[src/rtl/fetch_unit.sv]
`default_nettype none
// ----------------------------------------------------------------------------
// fetch_unit : PC, req/ack instruction fetch, {pc,word} queue, redirect flush
// Rev 1.0
// ----------------------------------------------------------------------------
module fetch_unit #(
  parameter logic [31:0] RESET_PC = 32'h0000_0000,
  parameter int          QDEPTH   = 2
) (
  input  logic        CLK,
  input  logic        RST_N,
  output logic        imem_req,
  output logic [31:0] imem_addr,
  input  logic        imem_ack,
  input  logic [31:0] imem_data,
  output logic        inst_valid,
  input  logic        inst_ready,
  output logic [31:0] INST,
  output logic [31:0] pc_out,
  input  logic        redirect,
  input  logic [31:0] redirect_pc
);

  localparam int              PW      = $clog2(QDEPTH);
  localparam logic [PW:0]     DEPTH_C = (PW+1)'(QDEPTH);

  typedef enum logic [1:0] {
    IDLE = 2'd0,
    REQ  = 2'd1,
    DROP = 2'd2
  } state_t;

  state_t          state_q, state_d;
  logic [31:0]     fetch_pc_q, fetch_pc_d;
  logic [31:0]     drop_addr_q, drop_addr_d;
  logic [31:0]     pc_mem_q   [QDEPTH];
  logic [31:0]     pc_mem_d   [QDEPTH];
  logic [31:0]     word_mem_q [QDEPTH];
  logic [31:0]     word_mem_d [QDEPTH];
  logic [PW-1:0]   rd_ptr_q, rd_ptr_d;
  logic [PW-1:0]   wr_ptr_q, wr_ptr_d;
  logic [PW:0]     count_q, count_d;
  logic            push, pop;

  assign inst_valid = (count_q != '0);
  assign INST       = inst_valid ? word_mem_q[rd_ptr_q] : 32'd0;
  assign pc_out     = inst_valid ? pc_mem_q[rd_ptr_q]   : 32'd0;
  // Combinational from state so an async reset drops the request at once.
  assign imem_req   = (state_q != IDLE);
  assign imem_addr  = (state_q == DROP) ? drop_addr_q : fetch_pc_q;

  always_comb begin
    pop        = inst_valid && inst_ready && !redirect;
    push       = (state_q == REQ) && imem_ack && !redirect;
    count_d    = count_q;
    rd_ptr_d   = rd_ptr_q;
    wr_ptr_d   = wr_ptr_q;
    pc_mem_d   = pc_mem_q;
    word_mem_d = word_mem_q;
    if (redirect) begin
      count_d  = '0;
      rd_ptr_d = '0;
      wr_ptr_d = '0;
    end else begin
      if (push) begin
        pc_mem_d[wr_ptr_q]   = fetch_pc_q;
        word_mem_d[wr_ptr_q] = imem_data;
        wr_ptr_d             = wr_ptr_q + (PW)'(1);
      end
      if (pop) begin
        rd_ptr_d = rd_ptr_q + (PW)'(1);
      end
      if (push && !pop) begin
        count_d = count_q + (PW+1)'(1);
      end else if (pop && !push) begin
        count_d = count_q - (PW+1)'(1);
      end
    end
  end

  always_comb begin
    state_d     = state_q;
    fetch_pc_d  = fetch_pc_q;
    drop_addr_d = drop_addr_q;
    if (redirect) begin
      fetch_pc_d = redirect_pc & ~32'h3;
    end else if (push) begin
      fetch_pc_d = fetch_pc_q + 32'd4;
    end
    case (state_q)
      IDLE: begin
        if (count_d < DEPTH_C) state_d = REQ;
      end
      REQ: begin
        if (redirect) begin
          // An unacked request must still complete; remember its address.
          if (!imem_ack) begin
            state_d     = DROP;
            drop_addr_d = fetch_pc_q;
          end
        end else if (imem_ack) begin
          state_d = (count_d < DEPTH_C) ? REQ : IDLE;
        end
      end
      DROP: begin
        if (!redirect && imem_ack) begin
          state_d = (count_d < DEPTH_C) ? REQ : IDLE;
        end
      end
      default: state_d = IDLE;
    endcase
  end

  always_ff @(posedge CLK or negedge RST_N) begin
    if (!RST_N) begin
      state_q     <= IDLE;
      fetch_pc_q  <= RESET_PC;
      drop_addr_q <= RESET_PC;
      count_q     <= '0;
      rd_ptr_q    <= '0;
      wr_ptr_q    <= '0;
    end else begin
      state_q     <= state_d;
      fetch_pc_q  <= fetch_pc_d;
      drop_addr_q <= drop_addr_d;
      count_q     <= count_d;
      rd_ptr_q    <= rd_ptr_d;
      wr_ptr_q    <= wr_ptr_d;
    end
  end

  always_ff @(posedge CLK) begin
    pc_mem_q   <= pc_mem_d;
    word_mem_q <= word_mem_d;
  end

endmodule
`default_nettype wire

[config.mk]
export PLATFORM = sky130hd
export DESIGN_NAME = fetch_unit
export DESIGN_NICKNAME = d
export VERILOG_FILES = /design/src/rtl/fetch_unit.sv
export SDC_FILE = /design/constraint.sdc
export NUM_CORES = 1
export LEC_CHECK = 0
export ABC_AREA = 1
export CAP_MARGIN = 15
export CORE_UTILIZATION = 49
export CTS_BUF_LIST = sky130_fd_sc_hd__clkbuf_4
export CTS_CLUSTER_DIAMETER = 50
export CTS_CLUSTER_SIZE = 30
export DETAILED_ROUTE_END_ITERATION = 12
export PLACE_DENSITY_LB_ADDON = 0.08
export SETUP_SLACK_MARGIN = 0.15
export SYNTH_ARGS = -nofsm -noshare
export SYNTH_HDL_FRONTEND = slang
export SYNTH_SLANG_ARGS = --single-unit
[constraint.sdc]
create_clock -name CLK -period 3.8 [get_ports CLK]
set_input_delay 0.38 -clock CLK [delete_from_list [all_inputs] [get_ports CLK]]
set_output_delay 0.38 -clock CLK [all_outputs]
set_load 0.02 [all_outputs]
Word level (Yosys, flattened, before mapping):

Index checks and enable logic that the tools add are counted.
W data, S select, Z words.

* register bits: 198
* logic and storage cells: 77
* output and inout bits: 98
* input port bits: 69

* bitwise logic cells: 4
* reductions and logical operators: 19
* equal/unequal tests: 6
* add/subtract/negate cells: 5
* muxes and demuxes: 29
* magnitude comparators: 4

Operators by type and width (number)
* $mux W32: 12
* $bwmux W64: 2
* $add A32 B3 Y32 const B: 1
* $demux W32 S1: 1
* $mux W2: 8
* $logic_and A1 B1 Y1: 8
* $reduce_bool A2 Y1: 4
* $ne A3 B3 Y1 const B: 2
* $pmux W2 S3: 1
* $mux W1: 5
* $ge A2 B2 Y1 const B: 2
* $not A1 Y2: 2
* $reduce_and A4 Y1: 1
* $logic_not A1 Y1: 3
* $reduce_and A3 Y1: 1
* $add A1 B1 Y1 const B: 2
* $add A2 B1 Y2 const B: 1
* $eq A2 B1 Y1 const B: 1
* $eq A2 B2 Y1 const B: 1
* $logic_not A2 Y1: 1
* $lt A2 B1 Y1 const B: 1
* $lt A2 B2 Y1 const B: 1
* $ne A2 B1 Y1 const B: 1
* $ne A2 B2 Y1 const B: 1
* other kinds (3): 4

Longest topological paths before layout:

Gate-level depths: netlist of run 1.

* word-level depth: 13
* gate-level depth with buffers: 11
* gate-level depth less buffers: 11

Worst setup path before layout of run 1:

OpenSTA, ideal clock, no wires.

* kind: reg2reg
* start: register state_q[1]
* end: register pc_mem_q[34] in the netlist's numbering (enable)
* path slack: -0.044 ns
* required time: 3.317 ns
* buffers on the path: 0
* data arrival time: 3.361 ns
* cell stages (with the launch flop): 6
* cell sequence: dfrtp_1 inv_1 nand2_2 inv_1 nand2_1 nor2_1

* longest elaborated chain between the ends: 4

RTL lines
* start, declared: RTL line 33 `state_t state_q, state_d;`
* start signal, assigned: RTL line 123 `state_q <= state_d;`
* $eq A2 B1 Y1: RTL line 54 `push = (state_q == REQ) && imem_ack && !redirect;`
* $logic_and A1 B1 Y1 (2 in a row): RTL line 54
* $reduce_and A2 Y1 (no line)
* end signal, assigned: RTL line 133 `pc_mem_q <= pc_mem_d;`
* end, declared: RTL line 36 `logic [31:0] pc_mem_q [QDEPTH];`

Every way passes these cells.
A chain may end at the register's enable or synchronous reset.

Final worst setup path of run 1:

* start: register count_q[0]
* end: output port INST[30]

* longest elaborated chain between the ends: 2

RTL lines
* start, declared: RTL line 42 `logic [PW:0] count_q, count_d;`
* start signal, assigned: RTL line 126 `count_q <= count_d;`
* $reduce_bool A2 Y1: RTL line 45 `assign inst_valid = (count_q != '0);`
* $mux W32: RTL line 46 `assign INST = inst_valid ? word_mem_q[rd_ptr_q] : 32'd0;`
* end, declared: RTL line 18 `output logic [31:0] INST,`

Every way passes these cells.

==> run_results.csv, run 1 <==
group,metric,value,unit
grt,grt_max_degree,63,
floorplan,io_pins,167,
clocking,clkSlewWorstSetupHoldPaths,160,ps
drt,wirelength,20700,µm
outcome,status,"finished, final reports clean",
power,pwr_density_cell,638,nW/µm²
drt,via_per_inst,5.19,
clocking,cts_sinks,190,
floorplan,core,17200,µm²
timing,whs,361,ps
grt,antenna_found_initial,1,
worst_hold_path,worstHoldStart,"redirect_pc[29]",
power,ir_drop,367,µV
grt,gr-total-overflow,0,
synth,netlist_area,8580,µm²
power,power.leakage,4.18,nW
worst_setup_path,crit_arrival,2820,ps
floorplan,die_w,134,µm
placed_design,place_congestion,0.933,
grt,grt_pass1_vias,6189,
layout,syn_to_final_growth,25.1,%
timing,setup_ws,597,ps
timing,fin_crit_sh,84.3,%
grt,grt_pass1_wl,32000,µm
timing,fmax,0.312,GHz
worst_hold_path,worstHoldPathType,"in2reg",
synth,synth.avg_cell_area,9.17,µm²
placed_design,pre_cts_slack,873,ps
drt,vias,6861,
worst_setup_path,path_class,"reg2out",
drt,first_pass_iters,6,
timing,fin_setup_tns,0,ps
clocking,cts-htree-levels,4,
timing,clock-skew-final,19.8,ps
layout,nets,1155,
worst_setup_path,startpoint,"count_q[0]",
timing,drv_slew,0,
timing,finalHoldViolations,0,
synth,ys_top_cells_by_area,"edfxtp_1 43%, dfrtp_1 19%, nand2_1 9.3%",
worst_setup_path,cp_max_fo,34,
floorplan,rows,48,
timing,worst_pin_slew,790,ps
synth,syn-instance-count,936,
clocking,cts_setup_buffers,0,
timing,setup_viol,0,
worst_setup_path,end_kind,"primary output",
drt,drc_errors,0,
worst_setup_path,startpoint_type,"flop",
drt,wire_per_inst,15.6,µm
synth,ys_ff_latch,190,
placed_design,port_buffers,160,
synth,synth-seq-area-share,62.6,%
clocking,numCtsBuffers,17,
placed_design,hpwl,14000,µm
timing,min_period,3200,ps
drt,ant_nets,0,
grt,grt_use_total,23.5,%
clocking,clock-root-buffer,"clkbuf_4",
flow_run,drv_cap,0,
synth,synth_warnings,0,
floorplan,dieArea,18100,µm²
timing,rsz0062_at_grt,"no",
synth,ys_types,32,
worst_setup_path,worstPathRequired,3420,ps
layout,drive_above_1_share,5.38,%
synth,synth_top_area_share,43.4,%
clocking,cts_tree,"yes",
floorplan,die_h,134,µm
drt,drt_iter0_markers,423,
timing,slew_headroom,47.3,%
clocking,clk_latency,590,ps
clocking,clk_path_buf_depth,2,
worst_setup_path,reg2reg_from,"count_q[0]",
synth,synth_area_leader_cell,"edfxtp_1",
floorplan,initial_utilization,50.0,%
[per-stage QoR]
step / utilization (%) / total power, mW / std cells / instance area [µm²]
after floorplan: - / 4.46 / 939 / 8600
after global placement: 60.6 / 5.69 / 1289 / 10400
after detailed placement: 60.6 / 5.74 / 1289 / 10400
after CTS: 62.5 / 6.90 / 1322 / 10700
after global routing: 62.5 / 7.26 / 1323 / 10700
final: 62.5 / 6.86 / 1323 / 10700
[final cells by class]
class | count | area (µm²)
diodes | 1 | 2.50
clock buffers | 18 | 135
clock inverters | 14 | 178
fillers | 1466 | 6430
inverters | 59 | 225
multi-input cells | 644 | 2810
flip-flops and latches | 190 | 5380
well taps | 225 | 282
repair buffers | 172 | 1740
[logic make-up after synthesis]
logic type | after synthesis | share of synthesized area, %
compound gates | 165 | 10.0
xor+xnor | 1 | 0.102
fa+ha+maj | 2 | 0.291
buf+inv | 105 | 5.10
flops | 190 | 62.6
other cells | 1 | 0.0437
simple gates | 472 | 21.8
[worst paths after layout]
path	slack (ps)	endpoint	cells after the start
setup / recovery	600	INST[30]	7
hold / removal	360	fetch_pc_q[29]	3
setup reg to reg	1560	state_q[0]	11
hold reg to reg	500	drop_addr_q[3]	2
max in group asynchronous	2430	drop_addr_q[19]	3
min in group asynchronous	390	drop_addr_q[26]	2
[synth_stat cells, drive strengths merged]
master and n:
a21oi 5, a22oi 1, a31oi 3, buf 16, clkbuf 30, clkinv 1
conb 1, dfrtp 66, edfxtp 124, ha 2, inv 58, nand2 214
nand3 46, nand3b 1, nand4 3, nor2 206, nor3 2, o211ai 7
o21ai 143, o21bai 2, o22ai 3, o31ai 1, xor2 1
[state kept, by name, summed over array words and instances (netlist names)]
register,cells
pc_mem_q,60
wr_ptr_q,1
count_q,2
drop_addr_q,30
word_mem_q,64
state_q,2
rd_ptr_q,1
fetch_pc_q,30
[power breakdown]
part / switching, mW / leakage [nW] / internal, mW
Combinational: 1.67 / 2.07 / 1.11
Sequential: 0.276 / 1.95 / 2.62
Clock: 0.694 / 0.166 / 0.478
Total: 2.64 / 4.18 / 4.22
[worst max-delay path, stage by stage (launching register included)]
cell             delay [ps]
dfrtp_1                 420
inv_1                    80
ha_1                    190
clkinvlp_4              470
buf_12                  360
o21ai_0                  90
nor2_1                   60
clkdlybuf4s50_1         560
[cells in the final DEF, fill, tap and decap left out, types with 2 or more instances in the layout]
master and n:
o211ai_1 7, nand2_1 212, nor2_2 5, a21oi_1 5, o22ai_1 3, dfrtp_1 66, a31oi_1 3, o21ai_0 138
inv_8 2, clkdlybuf4s50_1 159, inv_1 55, ha_1 2, nor2_1 197, inv_6 5, edfxtp_1 124, o21ai_1 5
nand2_2 2, nor2_4 4, inv_2 3, buf_4 7, buf_12 4, conb_1 4, nand4_1 3, o21bai_1 2
clkbuf_4 18, clkinvlp_4 2, nand3_1 46, bufinv_16 3
[per-layer routing]
metal | share of wire [%] | GRT usage [%]
met1 | 44 | 31.1
met2 | 47 | 38.1
met3 | 6.4 | 5.90
met4 | 2.7 | 7.68
met5 | 0 | 0
[what timing repair did]
| item | in CTS | in global routing |
|---|---|---|
| setup endpoints to repair | 0 | 31 |
| hold buffers | 1 | 0 |
| resized for setup | 0 | 1 |
| hold endpoints to repair | 31 | 0 |
No activity file was read; power rests on OpenSTA's default activity.
==> run 2: changes to the inputs <==
CORE_UTILIZATION = 50   (was 49)
clock period = 3.3 ns   (was 3.8 ns; I/O delays follow)
==> run_results.csv, run 2 (synthesis gave the netlist of run 1 again) <==
group,metric,value,unit
timing,worst_pin_slew,876,ps
worst_setup_path,path_class,"reg2out",
layout,reg_top3,"word_mem_q (64), pc_mem_q (60)",
grt,grt_use_total,24.0,%
grt,gr-total-overflow,0,
floorplan,die_w,133,µm
flow_run,drv_cap,0,
worst_setup_path,startpoint_type,"flop",
layout,layout_common_cells,"212 x nand2_1, 197 x nor2_1, 159 x clkdlybuf4s50_1",
layout,final_util,63.9,%
placed_design,port_buffers,160,
grt,antenna_found_initial,1,
timing,drv_slew,0,
floorplan,dieArea,17700,µm²
placed_design,hpwl,13900,µm
outcome,status,"finished, final reports clean",
drt,wirelength,20200,µm
layout,num-fill-cells,1415,
timing,fmax,0.345,GHz
clocking,cts_sinks,190,
grt,grt_max_degree,67,
worst_setup_path,crit_arrival,2570,ps
layout,largest_reg_flops,64,
timing,fin_crit_sh,87.9,%
power,power.leakage,4.16,nW
timing,clock-skew-final,24.5,ps
worst_setup_path,end_kind,"primary output",
placed_design,place_inst,1286,
drt,first_pass_iters,5,
grt,grt_pass1_wl,32400,µm
timing,min_period,2900,ps
drt,drt_iter0_markers,439,
power,pwr_density_cell,719,nW/µm²
clocking,cts-htree-levels,4,
floorplan,core,16700,µm²
worst_setup_path,worst-r2r-cell-count,8,
placed_design,place_congestion,0.930,
layout,largest_register,"word_mem_q",
clocking,clk_latency,580,ps
floorplan,die_h,133,µm
layout,final_area,10700,µm²
layout,final_common_cell,"nand2_1",
worst_hold_path,worstHoldPathType,"in2reg",
worst_setup_path,worstPathRequired,2970,ps
layout,fin_cells,1320,
drt,via_per_inst,5.16,
clocking,cts_tree,"yes",
worst_setup_path,cp_max_fo,38,
placed_design,dpl_cell_area,10400,µm²
floorplan,io_pins,167,
power,ir_drop,476,µV
power,finalPower,7.67,mW
drt,drc_errors,0,
timing,finalHoldViolations,0,
clocking,clk_path_buf_depth,2,
clocking,numCtsBuffers,17,
clocking,clock-root-buffer,"clkbuf_4",
drt,ant_nets,0,
drt,vias,6813,
timing,rsz0062_at_grt,"no",
worst_hold_path,hold_path_depth,1,
clocking,clkSlewWorstSetupHoldPaths,160,ps
layout,nets,1157,
timing,setup_viol,0,
layout,syn_to_final_growth,24.3,%
floorplan,initial_utilization,51.4,%
floorplan,rows,47,
drt,wire_per_inst,15.3,µm
grt,grt_pass1_vias,6132,
timing,fin_setup_tns,0,ps
timing,slew_headroom,41.6,%
layout,drive_above_1_share,5.55,%
[run 2: changes by cell type in the layout (fill, tap and decap cells not counted), moves of 2 or more]
cell / delta
clkinv_4: +4
buf_12: -2
inv_6: -2
bufinv_16: -3
clkinv_8: +2
buf_4: +4
[run 2: critical path, stage by stage, from the launching register on]
cell and delay (ps):
dfrtp_1 380, inv_1 50, ha_1 200, clkinv_2 270, buf_12 230, o21ai_0 100
nor2_1 130, clkdlybuf4s50_1 610
[run 2: path summary, 6_finish.rpt]
kind,endpoint,start,slack [ps]
setup / recovery,INST[17],count_q[0],400
hold / removal,word_mem_q[13],imem_data[13],320
setup reg to reg,fetch_pc_q[26],fetch_pc_q[2],1110
hold reg to reg,drop_addr_q[6],drop_addr_q[6],500
max in group asynchronous,fetch_pc_q[10],RST_N,2260
min in group asynchronous,drop_addr_q[27],RST_N,440
[run 2: layer usage]
layer	part of all wire (%)	GRT usage [%]
met1	44	33.4
met2	47	37.4
met3	6.0	4.10
met4	2.4	9.83
met5	0	0
[run 2: metrics by stage]
step / setup WS (ps) / hold slack (ps)
2_1_floorplan: 486 / 34.4
3_3_place_gp: 650 / 467
3_5_place_dp: 645 / 474
4_1_cts: 332 / 264
5_1_grt: 166 / 273
6_report: 399 / 318
[run 2: area by class of cell]
cell class	instances	area [µm²]	area share (%)
flip-flops and latches	190	5380	50.4
multi-input cells	644	2810	26.3
repair buffers	174	1730	16.2
well taps	220	275	2.58
inverters	59	223	2.09
clock inverters	15	136	1.28
clock buffers	17	128	1.20
diodes	1	2.50	0.0234
[run 2: what timing repair did]
action | in CTS | in global routing
gates resized for setup | 1 | 0
setup buffers | 0 | 0
hold endpoints to repair | 66 | 0
hold buffers | 1 | 0
endpoints found under the setup margin | 37 | 0
[run 2: where the power goes]
group | total (mW) | switching (mW) | internal (mW)
registers | 3.34 | 0.320 | 3.02
clock network | 1.14 | 0.817 | 0.322
logic | 3.19 | 1.92 | 1.28
total | 7.67 | 3.05 | 4.62
